<file path="src/rtl/ibc_cache_sched.sv">
// ibc_cache_sched: shares one IBC reference-cache port between CTU write-backs and reference reads.
// Define IBC_SCHED_FAIR_EN to force a write-back grant after MAX_REQ_BURST reads while one is waiting.
module ibc_cache_sched #(
    parameter int BLOCK_SIZE     = 8,
    parameter int CTU_SIZE       = 64,
    parameter int IMG_WIDTH      = 1920,
    parameter int IMG_HEIGHT     = 1080,
    parameter int COORD_WIDTH    = 13,
    parameter int REQ_FILE_WIDTH = 32,
    parameter int WB_DATA_WIDTH  = 536,
    parameter int MAX_REQ_BURST  = 4,
    localparam int CTU_COLS      = (IMG_WIDTH + CTU_SIZE - 1) / CTU_SIZE,
    localparam int CTU_ROWS      = (IMG_HEIGHT + CTU_SIZE - 1) / CTU_SIZE,
    localparam int TOTAL_CTUS    = CTU_COLS * CTU_ROWS,
    localparam int CIDX_W        = $clog2(TOTAL_CTUS + 1)
) (
    input  logic                          clk,
    input  logic                          reset,
    input  logic                          wb_valid_in,
    input  logic                          wb_ctu_last_in,
    input  logic [WB_DATA_WIDTH-1:0]      wb_data_in,
    output logic                          wb_ready_out,
    input  logic                          req_valid_in,
    input  logic signed [COORD_WIDTH-1:0] req_x_in,
    input  logic signed [COORD_WIDTH-1:0] req_y_in,
    output logic                          req_ready_out,
    output logic                          cache_wb_en_out,
    output logic [WB_DATA_WIDTH-1:0]      cache_wb_data_out,
    input  logic                          cache_wb_ack_in,
    output logic                          cache_req_valid_out,
    output logic [2*REQ_FILE_WIDTH-1:0]   cache_req_data_out,
    input  logic                          cache_req_ready_in,
    output logic [CIDX_W-1:0]             ctus_done_out,
    output logic [15:0]                   stall_cnt_out
);
    localparam logic [CIDX_W-1:0] TOTAL_C = CIDX_W'(TOTAL_CTUS);

    typedef enum logic [1:0] {ARB, REQ, WB} state_t;
    state_t state_q, state_d;

    logic [CIDX_W-1:0]           ctus_done_q, ctus_done_d;
    logic                        pic_done_q, pic_done_d;
    logic [15:0]                 stall_q, stall_d;
    logic [2*REQ_FILE_WIDTH-1:0] req_data_q, req_data_d;
    logic [WB_DATA_WIDTH-1:0]    wb_data_q, wb_data_d;
    logic                        wb_last_q, wb_last_d;

    logic [COORD_WIDTH-1:0] x_pos, y_pos;
    logic [31:0]            cx_ext, cy_ext, cx, cy, idx;
    logic                   eligible, force_wb, grant_req, grant_wb;

    // The bottom-right pixel of the clamped block lands in the highest-index CTU it touches.
    assign x_pos = req_x_in[COORD_WIDTH-1] ? '0 : $unsigned(req_x_in);
    assign y_pos = req_y_in[COORD_WIDTH-1] ? '0 : $unsigned(req_y_in);

    always_comb begin
        cx_ext   = 32'(x_pos) + 32'(BLOCK_SIZE - 1);
        cy_ext   = 32'(y_pos) + 32'(BLOCK_SIZE - 1);
        cx       = (cx_ext > 32'(IMG_WIDTH - 1))  ? 32'(IMG_WIDTH - 1)  : cx_ext;
        cy       = (cy_ext > 32'(IMG_HEIGHT - 1)) ? 32'(IMG_HEIGHT - 1) : cy_ext;
        idx      = (cy / 32'(CTU_SIZE)) * 32'(CTU_COLS) + cx / 32'(CTU_SIZE);
        eligible = idx < 32'(ctus_done_q);
    end

`ifdef IBC_SCHED_FAIR_EN
    localparam int BURST_W = $clog2(MAX_REQ_BURST + 1);
    logic [BURST_W-1:0] burst_q, burst_d;

    assign force_wb = wb_valid_in && (burst_q == BURST_W'(MAX_REQ_BURST));

    always_comb begin
        burst_d = burst_q;
        if (grant_wb)
            burst_d = '0;
        else if (grant_req && wb_valid_in)
            burst_d = burst_q + 1'b1;
    end

    always_ff @(posedge clk) begin
        if (reset)
            burst_q <= '0;
        else
            burst_q <= burst_d;
    end
`else
    assign force_wb = 1'b0;
`endif

    assign grant_req = !reset && (state_q == ARB) && req_valid_in && eligible && !force_wb;
    assign grant_wb  = !reset && (state_q == ARB) && wb_valid_in && !grant_req;

    always_ff @(posedge clk) begin
        if (reset)
            state_q <= ARB;
        else
            state_q <= state_d;
    end

    always_comb begin
        state_d = state_q;
        unique case (state_q)
            ARB: begin
                if (grant_req)
                    state_d = REQ;
                else if (grant_wb)
                    state_d = WB;
            end
            REQ:     if (cache_req_ready_in) state_d = ARB;
            WB:      if (cache_wb_ack_in) state_d = ARB;
            default: state_d = ARB;
        endcase
    end

    always_comb begin
        wb_ready_out        = grant_wb;
        req_ready_out       = grant_req;
        cache_wb_en_out     = (state_q == WB);
        cache_req_valid_out = (state_q == REQ);
        cache_wb_data_out   = wb_data_q;
        cache_req_data_out  = req_data_q;
        ctus_done_out       = ctus_done_q;
        stall_cnt_out       = stall_q;
    end

    always_comb begin
        ctus_done_d = ctus_done_q;
        pic_done_d  = pic_done_q;
        stall_d     = stall_q;
        req_data_d  = req_data_q;
        wb_data_d   = wb_data_q;
        wb_last_d   = wb_last_q;
        if (grant_req)
            req_data_d = {{(REQ_FILE_WIDTH-COORD_WIDTH){req_y_in[COORD_WIDTH-1]}}, req_y_in,
                          {(REQ_FILE_WIDTH-COORD_WIDTH){req_x_in[COORD_WIDTH-1]}}, req_x_in};
        // First write-back of the next picture restarts progress tracking.
        if (grant_wb) begin
            wb_data_d = wb_data_in;
            wb_last_d = wb_ctu_last_in;
            if (pic_done_q) begin
                ctus_done_d = '0;
                pic_done_d  = 1'b0;
            end
        end
        if ((state_q == WB) && cache_wb_ack_in && wb_last_q && (ctus_done_q != TOTAL_C)) begin
            ctus_done_d = ctus_done_q + 1'b1;
            pic_done_d  = (ctus_done_d == TOTAL_C);
        end
        if ((state_q == ARB) && req_valid_in && !eligible && !grant_wb && (stall_q != 16'hFFFF))
            stall_d = stall_q + 16'd1;
    end

    always_ff @(posedge clk) begin
        if (reset) begin
            ctus_done_q <= '0;
            pic_done_q  <= 1'b0;
            stall_q     <= '0;
            req_data_q  <= '0;
            wb_data_q   <= '0;
            wb_last_q   <= 1'b0;
        end else begin
            ctus_done_q <= ctus_done_d;
            pic_done_q  <= pic_done_d;
            stall_q     <= stall_d;
            req_data_q  <= req_data_d;
            wb_data_q   <= wb_data_d;
            wb_last_q   <= wb_last_d;
        end
    end
endmodule

</file>
<file path="config.mk">
export PLATFORM = sky130hd
export DESIGN_NAME = ibc_cache_sched
export DESIGN_NICKNAME = d
export VERILOG_FILES = /design/src/rtl/ibc_cache_sched.sv
export SDC_FILE = /design/constraint.sdc
export NUM_CORES = 1
export LEC_CHECK = 0
export CAP_MARGIN = 10
export CORE_AREA = 2 2 468 470
export CTS_BUF_LIST = sky130_fd_sc_hd__clkbuf_8
export DETAILED_ROUTE_END_ITERATION = 16
export DIE_AREA = 0 0 470 472
export GPL_ROUTABILITY_DRIVEN = 0
export PLACE_DENSITY = 0.34
export SLEW_MARGIN = 20
export SYNTH_ARGS = -nofsm -noshare
export SYNTH_HDL_FRONTEND = slang
export SYNTH_SLANG_ARGS = --single-unit
</file>
<file path="constraint.sdc">
create_clock -name clk -period 8.3 [get_ports clk]
set_clock_uncertainty 0.05 [all_clocks]
set_input_delay 0.83 -clock clk [delete_from_list [all_inputs] [get_ports clk]]
set_output_delay 0.83 -clock clk [all_outputs]
set_load 0.02 [all_outputs]
</file>
After elaboration in Yosys (flattened, before gate mapping)
Index checks and enable logic that the tools add are counted.
{"block": "classes", "add_sub_neg": 5, "multipliers": 1, "magnitude_cmp": 3, "n_eq_ne": 8, "muxes": 14, "reduce_logical": 21}
{"operator": "2-to-1 mux 9 bit", "n": 3}
{"operator": "adder 12 x 3 -> 13 bit, second input constant", "n": 2}
{"operator": "greater-than comparator 13 x 11 -> 1 bit, second input constant", "n": 2}
{"operator": "2-to-1 mux 13 bit", "n": 2}
{"operator": "2-to-1 mux 12 bit", "n": 2}
{"operator": "adder 16 x 1 -> 16 bit, second input constant", "n": 1}
{"operator": "inequality test 16 bit, second input constant", "n": 1}
{"operator": "adder 12 x 7 -> 13 bit", "n": 1}
{"operator": "less-than comparator 13 x 9 -> 1 bit", "n": 1}
{"operator": "logical AND 1 bit", "n": 12}
{"operator": "multiplier 7 x 4 -> 11 bit, second input constant", "n": 1}
{"operator": "adder 9 x 1 -> 9 bit, second input constant", "n": 1}
{"operator": "equality test 9 bit, second input constant", "n": 1}
{"operator": "inequality test 9 bit, second input constant", "n": 1}
{"operator": "2-to-1 mux 2 bit", "n": 4}
{"operator": "one-hot mux 2 bit (3 select lines)", "n": 1}
{"operator": "zero test 1 bit", "n": 4}
{"operator": "inequality test 2 x 1 -> 1 bit, second input constant", "n": 2}
{"operator": "nonzero test 2 bit", "n": 2}
{"operator": "inequality test 3 bit, second input constant", "n": 1}
{"operator": "AND reduction 3 bit", "n": 1}
{"operator": "equality test 2 x 1 -> 1 bit, second input constant", "n": 1}
{"operator": "equality test 2 bit, second input constant", "n": 1}
{"operator": "zero test 2 bit", "n": 1}
{"operator": "2 further kinds", "n": 3}
{"block": "totals", "regBits": 610, "in_bits": 569, "out_inout_bits": 629, "word_cells": 59}

Depth between registers and ports, before layout
{"block": "logic_depth", "ltp_word": 13, "ltp_mapped": 35, "ltp_nobuf": 32}

Worst setup path after synthesis
No wires, ideal clock.
{"block": "synth_path", "path_kind": "input to output", "from": "input req_y_in[12]", "to": "output wb_ready_out", "arrival_time_ps": 6939, "t_required_ps": 7420, "setup_slack_ps": 481, "cell_stages": 28, "n_path_buf": 3, "path_cell_list": "clkbuf_1 -> and4b_1 -> clkbuf_1 -> and4_1 -> nand3_1 -> mux2_2 -> o21ai_0 -> nand2_1 -> or3_1 -> fa_1 -> fa_1 -> inv_1 -> ha_1 -> o21ai_0 -> nor2_1 -> a21oi_1 -> ha_1 -> o21a_1 -> a22oi_1 -> ha_1 -> a21o_1 -> a21o_1 -> a21oi_1 -> nand3_1 -> o31a_4 -> o31ai_4 -> inv_2 -> clkbuf_1"}
{"block": "synth_via", "elab_chain_len": 10}
{"item": "start: declaration", "line_no": "25", "source": "input logic signed [COORD_WIDTH-1:0] req_y_in,"}
{"item": "2-to-1 mux 12 bit (*)", "line_no": "54", "source": "assign y_pos = req_y_in[COORD_WIDTH-1] ? '0 : $unsigned(req_y_in);"}
{"item": "adder 12 x 3 -> 13 bit (*)", "line_no": "58", "source": "cy_ext = 32'(y_pos) + 32'(BLOCK_SIZE - 1);"}
{"item": "greater-than comparator 13 x 11 -> 1 bit", "line_no": "60", "source": "cy = (cy_ext > 32'(IMG_HEIGHT - 1)) ? 32'(IMG_HEIGHT - 1) : cy_ext;"}
{"item": "2-to-1 mux 13 bit (*)", "line_no": "60"}
{"item": "multiplier 7 x 4 -> 11 bit (*)", "line_no": "61", "source": "idx = (cy / 32'(CTU_SIZE)) * 32'(CTU_COLS) + cx / 32'(CTU_SIZE);"}
{"item": "adder 12 x 7 -> 13 bit (*)", "line_no": "61"}
{"item": "less-than comparator 13 x 9 -> 1 bit (*)", "line_no": "62", "source": "eligible = idx < 32'(ctus_done_q);"}
{"item": "logical AND 1 bit (*)", "line_no": "89", "source": "assign grant_req = !reset && (state_q == ARB) && req_valid_in && eligible && !force_wb;"}
{"item": "zero test 1 bit (*)", "line_no": "90", "source": "assign grant_wb = !reset && (state_q == ARB) && wb_valid_in && !grant_req;"}
{"item": "logical AND 1 bit (*)", "line_no": "90"}
{"item": "end: declaration", "line_no": "22", "source": "output logic wb_ready_out,"}
Mark *: on every way between the ends. The rest lies on a longest branch, timed or not.

Worst setup path after layout
{"block": "layout_path", "from": "input req_y_in[0]", "to": "output req_ready_out"}
{"block": "layout_via", "elab_chain_len": 8}
{"item": "2-to-1 mux 12 bit (*)", "line_no": "54"}
{"item": "adder 12 x 3 -> 13 bit (*)", "line_no": "58"}
{"item": "greater-than comparator 13 x 11 -> 1 bit", "line_no": "60"}
{"item": "2-to-1 mux 13 bit (*)", "line_no": "60"}
{"item": "multiplier 7 x 4 -> 11 bit (*)", "line_no": "61"}
{"item": "adder 12 x 7 -> 13 bit (*)", "line_no": "61"}
{"item": "less-than comparator 13 x 9 -> 1 bit (*)", "line_no": "62"}
{"item": "logical AND 1 bit (*)", "line_no": "89"}
{"item": "end: declaration", "line_no": "26", "source": "output logic req_ready_out,"}
Marked as above.

==> metrics <==
status completed; Bufs on Longest Clock Path 3; Post-synth ARST share 0%; Crit path largest cell delay 0.52 ns; initial antenna violation count 119; Post-synth EDFFs 0; Synth Flop Type dfxtp_1; Final HPWL DP 131.2 mm; Worst-path clk slew 0.06 ns; DRT Pass-1 Iters 5; fin crit period 7.896 ns; CP Data Arrival Time 7.02 ns; Cell Pwr Density 198.4 nW/µm²; clock share of power 40.9%; crit path launch req_y_in[0]; die area 221,800 µm²; post-CTS setup buffers 0; hold_buf cts 0; final setup fails 0; IO Port Bufs 1,197; WHS 0.2924 ns; CP max-delay cell fa_1; Final Hold Viols 0; area grow syn2layout 80.31%; commonest non-fill, non-tap cell in the layout clkdlybuf4s50_1; Synth Cell Area 22,700 µm²; Reg power frac 37.9%; H-tree levels 4; Cells after Synth 2,897; Seq/Total Area, Yosys 52.13%; final max-slew violation count 0; Final WS setup 0.4040 ns; Synth Area in Adders 2.812%; Initial Utilization 10.48%; Inst Count DP 6,859; reg2reg start ctus_done_out[6]; largest net degree at the start of global routing 144; Worst setup SP type primary input; Logic pwr share 21.2%; Critical Setup Path Class in2out; TritonCTS clock tree yes; setup TNS 0 ns; vias post-DR 25,233; core area 216,500 µm²; hold path startpoint reset; post-place setup slack -0.2327 ns; r2r setup slk 4.54 ns; Peak Freq 0.1266 GHz; fill count 24,364; required time worst endpoint 7.42 ns; CP delay by family, top adder cells; worst hold path class in2reg; flop and latch count out of synthesis 591; Worst Setup End Kind output pin; GRT Util Overall 14.29%; Layout Cells excl Fill 7,098; root buffer cell clkbuf_8; DR vias/cell 3.555; sw frac 31.99%; P_sw 2598 µW; grt total ovfl 0; layout cell share with drive strength beyond 1 8.002%; Clock Latency Late Sink 0.87 ns; final worst path period share 95.13%; DR DRC count 0; first-pass GRT wire length 219.4 mm; Post-Synth Simple-Gate Area 22.54%; Rows 171; IO Pins 1,198; die extent in y 472 µm; Synth Area in XOR/XNOR 0.9262%; commonest cells after routing, fill and taps aside 1,191 x clkdlybuf4s50_1, 1,154 x nand2_1, 592 x a21oi_1; Peak VDD IR 0.1407 mV; Synth Area per Inst 7.834 µm²; cts bufs inserted 132; final WL 164.4 mm; WP buf/inv 5; P_leak 0.01415 µW; largest family of logic cells by synthesized area simple AND/OR/NAND/NOR gates; Yosys cell types 66; Layout Nets 4,753; Slew headroom 25.24%; Synth Area in Compound Gates 15.58%; Sink Count 591; Internal 5523 µW; WL/cell 23.16 µm; Pwr Total 8120 µW; mux share of post-synthesis cell area 0.2867%; Syn. warnings 0; number of global-route vias before repair 24,940; Die Wd 470 µm; Worst Tran Pin Value 1.121 ns; Detail Route Antenna Nets 0; CP Max Fanout 4; Max Cap Violations 0; drt initial violations 1,303
[routing by layer]
layer	GRT usage [%]	routed length, µm	vias up
met3	8.248	20130	335
met1	16.17	65450	11701
met5	0	682	-
met2	23.12	74650	1129
li1	-	-	11962
met4	3.163	3474	106
[Yosys cell counts (7+ instances only)]
cell | count | area share (%)
fa_1 | 10 | 0.88
buf_2 | 109 | 2.4
a21o_1 | 7 | 0.23
inv_1 | 31 | 0.51
buf_4 | 38 | 1.3
nand4_1 | 12 | 0.33
or3_1 | 13 | 0.36
clkbuf_1 | 87 | 1.4
nor2_1 | 39 | 0.65
xnor2_1 | 16 | 0.62
o31ai_1 | 7 | 0.23
nand2_1 | 1155 | 19
nor3_1 | 15 | 0.33
nand3_1 | 18 | 0.40
or4_1 | 8 | 0.26
a21oi_1 | 593 | 13
xor2_1 | 8 | 0.31
dfxtp_1 | 591 | 52
ha_1 | 35 | 1.9
nand2b_1 | 7 | 0.19
o21ai_0 | 20 | 0.44
[what timing repair did]
action | in CTS | in global routing
setup endpoints to repair | 2 | 2
gates resized for setup | 2 | 13
pin swaps | 0 | 2
[kinds of logic (layout without fill, tap and decap cells)]
kind of cell / count (synthesis) / count (layout)
compound gates: 667 / 667
mux: 6 / 6
buf+inv: 268 / 1584
xor+xnor: 24 / 24
simple gates: 1294 / 1294
flops: 591 / 591
other cells: 2 / 33
fa+ha+maj: 45 / 45
[worst reg2reg max path, cell delays in order (launching register included)]
cell,delay (ns)
dfxtp_1,0.44
inv_1,0.17
ha_1,0.34
a21o_1,0.17
a21o_1,0.19
a21oi_2,0.16
nand3_1,0.10
o31a_4,0.38
o31ai_4,0.21
buf_4,0.18
inv_8,0.04
buf_4,0.15
buf_12,0.17
nand2_1,0.63
buf_4,0.18
a21oi_1,0.07
[stage by stage]
step	util (%)	area, µm²
after global routing	18.88	40880
final	18.90	40920
after global placement	17.70	38320
after detailed placement	17.70	38320
after floorplan	-	22740
after CTS	18.86	40850
[power by group through the flow]
stage / clock [µW] / sequential (µW) / combinational, µW
6_report: 3320 / 3080 / 1720
5_1_grt: 3630 / 3100 / 1870
4_1_cts: 3540 / 3080 / 1760
3_5_place_dp: 0 / 3140 / 1750
3_3_place_gp: 0 / 3130 / 1750
2_1_floorplan: 0 / 3300 / 560
[state kept, by name, summed over array words and instances (netlist names)]
| register | count |
|---|---|
| cache_wb_data_out | 536 |
| cache_req_data_out | 26 |
| stall_cnt_out | 16 |
| ctus_done_out | 9 |
| state_q | 2 |
| pic_done_q | 1 |
| wb_last_q | 1 |
[layout make-up]
cell class | instances | area [µm²] | area share [%]
Inverter | 32 | 127.6 | 0.3119
Clock buffer | 154 | 2120 | 5.179
Timing Repair Buffer | 1333 | 13180 | 32.21
Sequential cell | 591 | 11830 | 28.91
Multi-Input combinational cell | 2049 | 9641 | 23.56
Tap cell | 2854 | 3571 | 8.726
Clock inverter | 65 | 399.1 | 0.9754
Antenna cell | 20 | 50.05 | 0.1223
[worst paths after layout]
path	endpoint	cells past startpoint
min reg2reg	cache_wb_data_out[47]	2
min	cache_wb_data_out[321]	2
max reg2reg	cache_wb_data_out[61]	15
max	req_ready_out	27
No activity file was read; power rests on OpenSTA's default activity.
